[config.mk]
export PLATFORM = sky130hd
export DESIGN_NAME = reg_file_sb
export DESIGN_NICKNAME = d
export VERILOG_FILES = /design/src/rtl/rf_pkg.sv /design/src/rtl/reg_file_sb_scoreboard.sv /design/src/rtl/reg_file_sb.sv
export SDC_FILE = /design/constraint.sdc
export NUM_CORES = 2
export LEC_CHECK = 0
export BUFFER_PORTS_ARGS = -buffer_cell sky130_fd_sc_hd__buf_2
export CAP_MARGIN = 20
export CORE_MARGIN = 2
export CORE_UTILIZATION = 43
export CTS_CLUSTER_SIZE = 30
export DETAILED_ROUTE_END_ITERATION = 16
export GPL_TIMING_DRIVEN = 0
export SETUP_SLACK_MARGIN = 0.3
export SLEW_MARGIN = 15
export SYNTH_ARGS = -nofsm -noshare
export SYNTH_HDL_FRONTEND = slang
export SYNTH_SLANG_ARGS = --single-unit
[constraint.sdc]
create_clock -name clk -period 8.6 [get_ports clk]
set_input_delay 1.72 -clock clk [delete_from_list [all_inputs] [get_ports clk]]
set_output_delay 1.72 -clock clk [all_outputs]
set_load 0.01 [all_outputs]
[src/rtl/rf_pkg.sv]
// ---------------------------------------------------------------------------
// rf_pkg
// Shared constants and types for the integer register file and its
// busy-bit scoreboard.
//   XLEN_DEFAULT  : default data width of a register
//   NREGS_DEFAULT : default number of architectural registers
//   REG_ZERO      : index of the hardwired-zero register (x0)
//   reg_addr_t    : register address type for the default configuration
//   xlen_t        : register data type for the default configuration
// ---------------------------------------------------------------------------
package rf_pkg;

   localparam int XLEN_DEFAULT  = 32;
   localparam int NREGS_DEFAULT = 32;
   localparam int AW_DEFAULT    = $clog2(NREGS_DEFAULT);
   localparam int REG_ZERO      = 0;

   typedef logic [AW_DEFAULT-1:0]   reg_addr_t;
   typedef logic [XLEN_DEFAULT-1:0] xlen_t;

endpackage

[src/rtl/reg_file_sb_scoreboard.sv]
// ---------------------------------------------------------------------------
// rf_scoreboard
// One pending ("busy") bit per architectural register. Issue marks the
// destination pending, writeback clears it, flush clears everything.
// Register 0 is never pending.
// Ports:
//   clk            : clock, state updates on rising edge
//   rst_n          : asynchronous active-low reset, clears all busy bits
//   issue_valid_i  : an instruction with a destination issued this cycle
//   issue_rd_i     : destination of the issued instruction
//   we_i           : writeback enable
//   wa_i           : writeback address
//   flush_i        : pipeline flush, clears all busy bits
//   busy_vec_o     : current scoreboard state, bit k = register k pending
// ---------------------------------------------------------------------------
module rf_scoreboard
   import rf_pkg::*;
#(
   parameter int NREGS = NREGS_DEFAULT,
   localparam int AW   = $clog2(NREGS)
) (
   input  logic             clk,
   input  logic             rst_n,
   input  logic             issue_valid_i,
   input  logic [AW-1:0]    issue_rd_i,
   input  logic             we_i,
   input  logic [AW-1:0]    wa_i,
   input  logic             flush_i,
   output logic [NREGS-1:0] busy_vec_o
);

   logic [NREGS-1:0] busy_q;
   logic [NREGS-1:0] busy_d;

   // Next-state priority per register: flush clears everything, otherwise a
   // new producer (issue) wins over a retiring one (writeback) on the same
   // register because the issue is applied last. x0 is forced clear.
   always_comb begin
      busy_d = busy_q;
      if (flush_i) begin
         busy_d = '0;
      end else begin
         if (we_i && (wa_i != AW'(REG_ZERO))) begin
            busy_d[wa_i] = 1'b0;
         end
         if (issue_valid_i && (issue_rd_i != AW'(REG_ZERO))) begin
            busy_d[issue_rd_i] = 1'b1;
         end
      end
      busy_d[REG_ZERO] = 1'b0;
   end

   // Scoreboard state register.
   always_ff @(posedge clk or negedge rst_n) begin
      if (!rst_n) begin
         busy_q <= '0;
      end else begin
         busy_q <= busy_d;
      end
   end

   assign busy_vec_o = busy_q;

endmodule

[src/rtl/reg_file_sb.sv]
// ---------------------------------------------------------------------------
// reg_file_sb
// Multi-read-port integer register file with write-through bypass and an
// integrated busy-bit scoreboard. Reads are combinational; a read of the
// register being written this cycle returns the new data. x0 reads as zero,
// is never written and is never busy.
// Ports:
//   clk, rst_n   : clock (rising edge) and asynchronous active-low reset
//   rs_addr      : packed read addresses, port i at [i*AW +: AW]
//   rs_data      : packed read data, port i at [i*XLEN +: XLEN]
//   rs_busy      : per-port pending flag of the addressed register
//   we, wa, wd   : writeback enable, address, data
//   issue_valid  : instruction with destination issued this cycle
//   issue_rd     : destination register of the issued instruction
//   flush        : clears all busy bits
//   dbg_addr     : debug read address
//   dbg_data     : debug read data, registered value only (no bypass)
//   busy_vec     : full scoreboard state
// ---------------------------------------------------------------------------
module reg_file_sb
   import rf_pkg::*;
#(
   parameter int XLEN  = XLEN_DEFAULT,
   parameter int NREGS = NREGS_DEFAULT,
   parameter int NRD   = 2,
   localparam int AW   = $clog2(NREGS)
) (
   input  logic                clk,
   input  logic                rst_n,
   input  logic [NRD*AW-1:0]   rs_addr,
   output logic [NRD*XLEN-1:0] rs_data,
   output logic [NRD-1:0]      rs_busy,
   input  logic                we,
   input  logic [AW-1:0]       wa,
   input  logic [XLEN-1:0]     wd,
   input  logic                issue_valid,
   input  logic [AW-1:0]       issue_rd,
   input  logic                flush,
   input  logic [AW-1:0]       dbg_addr,
   output logic [XLEN-1:0]     dbg_data,
   output logic [NREGS-1:0]    busy_vec
);

   logic [XLEN-1:0] regFile_q [NREGS];
   logic            writeValid;

   assign writeValid = we && (wa != AW'(REG_ZERO));

   // Register storage. x0 is cleared on reset and never written, so reads
   // of it naturally return zero.
   always_ff @(posedge clk or negedge rst_n) begin
      if (!rst_n) begin
         for (int k = 0; k < NREGS; k++) begin
            regFile_q[k] <= '0;
         end
      end else if (writeValid) begin
         regFile_q[wa] <= wd;
      end
   end

   rf_scoreboard #(
      .NREGS(NREGS)
   ) uScoreboard (
      .clk           (clk),
      .rst_n         (rst_n),
      .issue_valid_i (issue_valid),
      .issue_rd_i    (issue_rd),
      .we_i          (we),
      .wa_i          (wa),
      .flush_i       (flush),
      .busy_vec_o    (busy_vec)
   );

   // Per-port read mux with write-through bypass. The busy flag is dropped
   // when this cycle's writeback retires the register, unless an issue in
   // the same cycle re-marks it; in that case the current state is shown.
   for (genvar i = 0; i < NRD; i++) begin : gReadPort
      logic [AW-1:0] rdAddr;
      logic          bypassHit;
      logic          reissueHit;

      assign rdAddr     = rs_addr[i*AW +: AW];
      assign bypassHit  = writeValid && (wa == rdAddr);
      assign reissueHit = issue_valid && (issue_rd == rdAddr);

      assign rs_data[i*XLEN +: XLEN] = bypassHit ? wd : regFile_q[rdAddr];
      assign rs_busy[i] = busy_vec[rdAddr] && !(bypassHit && !reissueHit);
   end

   assign dbg_data = regFile_q[dbg_addr];

endmodule

After elaboration in Yosys (flattened, before gate mapping)
Cells that the tools add are included.
Cells by class
  equal/unequal tests: 4
  multiplexer cells: 26
  bitwise gates (word level): 7
  reductions and logical operators: 19
  order comparisons: 11
Operators by type and width (number)
  $bwmux W1024: 1
  $bmux W32 S5: 3
  $mux W32: 13
  $demux W32 S5: 1
  $and A32 B32 Y32: 1
  $not A32 Y32: 1
  $or A32 B32 Y32: 1
  $ge A6 B6 Y1 const B: 4
  $lt A5 B6 Y1 const B: 4
  $not A5 Y6: 4
  $eq A5 B5 Y1: 4
  $logic_and A1 B1 Y1: 13
  $bmux W1 S5: 2
  $demux W1 S5: 2
  $ge A5 B1 Y1 const B: 2
  $reduce_bool A5 Y1: 2
  $lt A6 B1 Y1 const B: 1
  $logic_not A1 Y1: 4
  $mux W1: 4
Word-level totals
  register bits: 1055
  output and inout port bits: 130

Logic depth before layout (Yosys ltp)
  depth after elaboration: 11
  gate-level depth with buffers: 7
  mapped depth without buffers: 4

Modules after synthesis
From an unflattened synthesis, not the netlist that was laid out.
Second synthesis, totals
  cells, all modules: 4142
  area, all modules: 63582.2 um2
By module, submodules not included
  reg_file_sb: sequential area each 25624.6 um2, area an instance 62062.0 um2, times used 1, cells an instance 3984
  rf_scoreboard: sequential area each 775.7 um2, area an instance 1520.2 um2, times used 1, cells an instance 158

Worst setup path after synthesis
Ideal clock, no wire load.
  path type: input to output
  start point: input dbg_addr[0]
  end point: output dbg_data[0]
  stages on the path: 6
  buffers on the path: 3
  path slack: 3.361 ns
  data arrival time: 3.519 ns
  cell sequence: clkbuf_1 buf_6 buf_6 mux4_2 mux4_2 mux2_2
Between the ends
  longest elaborated chain between the ends: 4
RTL lines
  from (decl): RTL line reg_file_sb.sv:39  | input logic [AW-1:0] dbg_addr,
  $not A5 Y6 (not written as such): RTL line reg_file_sb.sv:90  | assign dbg_data = regFile_q[dbg_addr];
  $bmux W32 S5: RTL line reg_file_sb.sv:90
  $mux W32 (not written as such) (2 in a row): RTL line reg_file_sb.sv:90
  to (decl): RTL line reg_file_sb.sv:40  | output logic [XLEN-1:0] dbg_data,
No other way between the ends. The select of a mux whose other input is x is not followed.

Worst setup path in the final report
  start point: input rs_addr[6]
  end point: output rs_data[54]
Between the ends
  longest elaborated chain between the ends: 5
RTL lines
  from (decl): RTL line reg_file_sb.sv:30  | input logic [NRD*AW-1:0] rs_addr,
  $not A5 Y6 (not written as such): RTL line reg_file_sb.sv:86  | assign rs_data[i*XLEN +: XLEN] = bypassHit ? wd : regFile_q[rdAddr];
  $bmux W32 S5: RTL line reg_file_sb.sv:86
  $mux W32 (not written as such) (2 in a row): RTL line reg_file_sb.sv:86
  $mux W32 *: RTL line reg_file_sb.sv:86
  to (decl): RTL line reg_file_sb.sv:31  | output logic [NRD*XLEN-1:0] rs_data,
Mark *: on every way between the ends. The rest lies on a longest branch, timed or not. The select of a mux whose other input is x is not followed.

==> results.md <==
- The run finished with clean final reports.
- Leaving out fill and tap cells, the most frequent cell in the layout is sky130_fd_sc_hd__mux2_2.
- Summed over all cells, the static leakage comes to roughly 30 nW.
- In this run the standard cell core region covers approximately 0.15 mm^2.
- The largest net degree at the start of global routing is 143.
- After clock tree synthesis, the clock-pin slew on the worst setup and hold paths is about 0.060 ns.
- For the worst setup path, the data required time is ~6.9 ns.
- The count of hold buffers inserted by post-cts repair is 0.
- The clock passes through at most 3 buffers.
- Global routing used a little under half of the available met1 tracks.
- The shortest clock period the worst path allows after layout is between 7 and 8 ns.
- The final setup violation count is 0.
- The number of antenna violations at the first check in global routing is 16.
- The number of failing hold endpoints at the final stage is 0.
- The number of CTS-inserted buffers is 121.
- For this run, global-route usage on met2 was measured as between 50% and 60%.
- STA classifies the critical path endpoint as a primary output.
- Relative to the synthesized area, the layout overhead comes to 13.32%.
- Max-cap violations in this run came to 0.
- The critical path startpoint category is an input pin.
- For this run, the post-layout net count is 4486.
- The final layout contains routed wiring with a total length of around 280000 um.
- The floorplan has between 100 and 150 rows.
- The initial core utilization is between 40% and 50%.
- The number of nets in the synthesized netlist is between 4k and 5k.
- The number of warning messages in the yosys log is 0.
- The remaining design rule violation count is 0.
- The insertion delay of the later-clocked pin in the worst-skew pair is ~0.78 ns.
- For the worst setup path, the data arrival time is between 5 and 6 ns.
- Of all nets on the critical path, the largest fanout is 10.
- In this run, synthesis produced a sequential element count of between 1k and 1.5k.
- The total via count after detailed routing is ~47k.
- The H-tree generated during clock tree synthesis spans 3 levels.
- The total overflow left after global routing is 0.
- After detailed routing, the number of vias per cell comes to about 7.3.
- The number of different library cells used by synthesis comes to 45.
- In this run, the number of DRC markers left after iteration 0 of detailed routing was between 6k and 7k.
- The hold slack is roughly 0.50 ns.
- For the pin with the worst max-slew slack, the measured transition is around 1.3 ns.
- The flip-flop cell with the highest count after synthesis is sky130_fd_sc_hd__dfrtp_1.
- Across every metal layer, demand over resource in global routing totals between 30% and 40%.
- The post-route antenna net violation count is 0.
- Leaving out fill and tap cells, the most frequent cells in the layout are sky130_fd_sc_hd__mux2_2, sky130_fd_sc_hd__dfrtp_1, sky130_fd_sc_hd__mux4_2.
- The post-synthesis cell area is around 0.063 mm^2.
- The floorplan step set the die width to 387.5 um.
- The post-cts gate resize count is 0.
- The estimated wirelength of the detail-placed design is 189900 um.
- The worst setup path is of the in2out kind.
- For this design the top-level I/O count stands at around 190.
- The root buffer cell chosen for the clock tree is sky130_fd_sc_hd__clkbuf_16.
- After technology mapping, the gate count stands at between 4k and 5k.
- Each instance of the synthesized netlist takes up on average 15.57 um^2.
- The path class of the lowest-slack min-delay path is reg2reg.
- The floorplan step defined a die boundary enclosing 0.1502 mm^2.
- The post-route setup TNS is 0 ns.
- The met3 track utilization from global routing is roughly 16%.
- The TritonCTS clock tree is done.
- The proportion of synthesized chip area in sequential cells is about two fifths.
- The first global-routing pass estimated between 300000 and 400000 um of wire.
- The number of flops mapped to enable cells by yosys is 0.
- The port buffer count is approximately 170.
- Once the clock tree was built, the setup fixing pass inserted 0 buffers.
- The largest clock skew in the final design is 0 ns.
- The pre-antenna-repair detailed-routing pass consisted of 7 iterations.
- Overall power consumption after layout is estimated at 0.01612 W.
- In this run the tightest slew margin relative to its limit is a little over an eighth.
- Cells with a size suffix above 1 make up between 50 and 60% of the layout.
- In the final routed layout, each cell accounts on average for approximately 43 um.
- In this run the power density over the cells is 225.0 mW/mm^2.
- Setup repair after global routing left no endpoint under its margin.
- In the synthesized netlist the async set-or-reset flop fraction comes to between 90% and 100%.
- The final period utilization is a little over 80%.
- The via count of the first global-routing pass is about 46k.
- The max-slew violation count is 0.
- The routability congestion estimate is between 0.9 and 1.
- After global routing, the most crowded layer is met2.
- The die extent in y is around 390 um.
- The clock net in this run drives a total of around 1.1k sinks.
- For this run, the top clock speed supported by timing is 0.1424 GHz.
- IR analysis of the VDD net gives a maximum drop of approximately 0.18 mV.
cell type report:
| type | count | area, um^2 |
|---|---|---|
| flip-flops and latches | 1055 | 26400 |
| multi-input cells | 2497 | 34710 |
| fillers | 12600 | 74240 |
| clock buffers | 194 | 3625 |
| clock inverters | 24 | 292.8 |
| repair buffers | 239 | 1959 |
| inverters | 2 | 7.507 |
| plain buffers | 508 | 2262 |
| well taps | 1917 | 2399 |
| diodes | 8 | 20.02 |
state kept, by name (all words and copies together) (netlist names):
signal / cells
regFile_q: 1024
uScoreboard.busy_vec_o: 31
per-layer routing:
metal / share of wire (%) / routed length [um]
met5: 0.069 / 189
met4: 6.3 / 17460
met3: 15 / 39980
met2: 43 / 119100
met1: 36 / 98500
power by group:
part	internal, W	leakage (nW)	total, W	switching, W
combinational	0.00233	14.2	0.00408	0.00175
sequential	0.00588	13.6	0.00677	0.000884
clock	0.00301	1.92	0.00528	0.00227
critical path, stage by stage:
cell and delay, ns:
sky130_fd_sc_hd__buf_2 0.19, sky130_fd_sc_hd__clkbuf_1 0.69, sky130_fd_sc_hd__buf_1 1.01, sky130_fd_sc_hd__mux4_2 0.39
sky130_fd_sc_hd__o22ai_1 0.16, sky130_fd_sc_hd__nor4_1 0.66, sky130_fd_sc_hd__mux2_2 0.33, sky130_fd_sc_hd__buf_2 0.14
cells in the mapped netlist, types with 2 or more instances:
cell type                   number  share of area, %
sky130_fd_sc_hd__and3b_1         4             0.055
sky130_fd_sc_hd__xnor2_1         8              0.11
sky130_fd_sc_hd__a22oi_1        12              0.14
sky130_fd_sc_hd__mux2i_1         9              0.14
sky130_fd_sc_hd__o21ai_0        31              0.25
sky130_fd_sc_hd__or2_2           2             0.020
sky130_fd_sc_hd__a2bb2oi_1       2             0.028
sky130_fd_sc_hd__nor2_1         40              0.24
sky130_fd_sc_hd__nand2b_1        4             0.040
sky130_fd_sc_hd__nand4b_1        2             0.028
sky130_fd_sc_hd__buf_2          92              0.73
sky130_fd_sc_hd__buf_1          53              0.31
sky130_fd_sc_hd__nand3b_1       12              0.14
sky130_fd_sc_hd__nand2_1        42              0.25
sky130_fd_sc_hd__nor4_1         64              0.63
sky130_fd_sc_hd__o22ai_1       251               2.5
sky130_fd_sc_hd__nor4_2          2             0.040
sky130_fd_sc_hd__a32oi_1         3             0.042
sky130_fd_sc_hd__or4b_2          2             0.032
sky130_fd_sc_hd__or3_1           2             0.020
sky130_fd_sc_hd__buf_4          21              0.25
sky130_fd_sc_hd__nand3_1        17              0.13
sky130_fd_sc_hd__and2_1          2             0.020
sky130_fd_sc_hd__buf_6           7              0.12
sky130_fd_sc_hd__inv_1           2             0.012
sky130_fd_sc_hd__or3b_2          7             0.097
sky130_fd_sc_hd__mux2_2       1074                19
sky130_fd_sc_hd__mux4_2        847                30
sky130_fd_sc_hd__o211ai_1        2             0.024
sky130_fd_sc_hd__xor2_1         12              0.17
sky130_fd_sc_hd__a21oi_1        18              0.14
sky130_fd_sc_hd__nor3b_1         7             0.083
sky130_fd_sc_hd__nor3_1          4             0.032
sky130_fd_sc_hd__and3_1          4             0.040
sky130_fd_sc_hd__dfrtp_1      1055                42
sky130_fd_sc_hd__clkbuf_1      335               2.0
sky130_fd_sc_hd__nor2b_1         3             0.030
logic make-up after synthesis:
family,after synthesis,share of synthesized area (%)
multiplexers,1930,49.42
flip-flops,1055,41.74
buffers and inverters,510,3.416
AO/OA/AOI/OAI,324,3.179
AND/OR/NAND/NOR,222,1.958
XOR/XNOR,20,0.2770
other,1,0.005929
worst paths after layout:
path	start	to	slack, ns	depth (start not counted)
worst max-delay path	rs_addr[6]	rs_data[54]	1.58	8
worst min-delay path	regFile_q[1010]	regFile_q[1010]	0.50	1
worst max register to register	regFile_q[512]	regFile_q[512]	7.71	1
worst min register to register	regFile_q[1010]	regFile_q[1010]	0.50	1
max in group asynchronous	rst_n	regFile_q[404]	5.02	5
min in group asynchronous	rst_n	uScoreboard.busy_vec_o[12]	0.82	1
metrics by stage:
stage               utilization [%]  area (um^2)  cells  setup WS, ns
detailed placement            46.32        67590   6206         1.717
global placement              45.58        66510   6151        -18.08
CTS                           49.01        71510   6424         1.712
global route                  49.11        71660   6437         1.787
finish                        49.12        71670   6444         1.575
floorplan                         -        63250   4062         3.361
(Power assumes the default switching activity.)
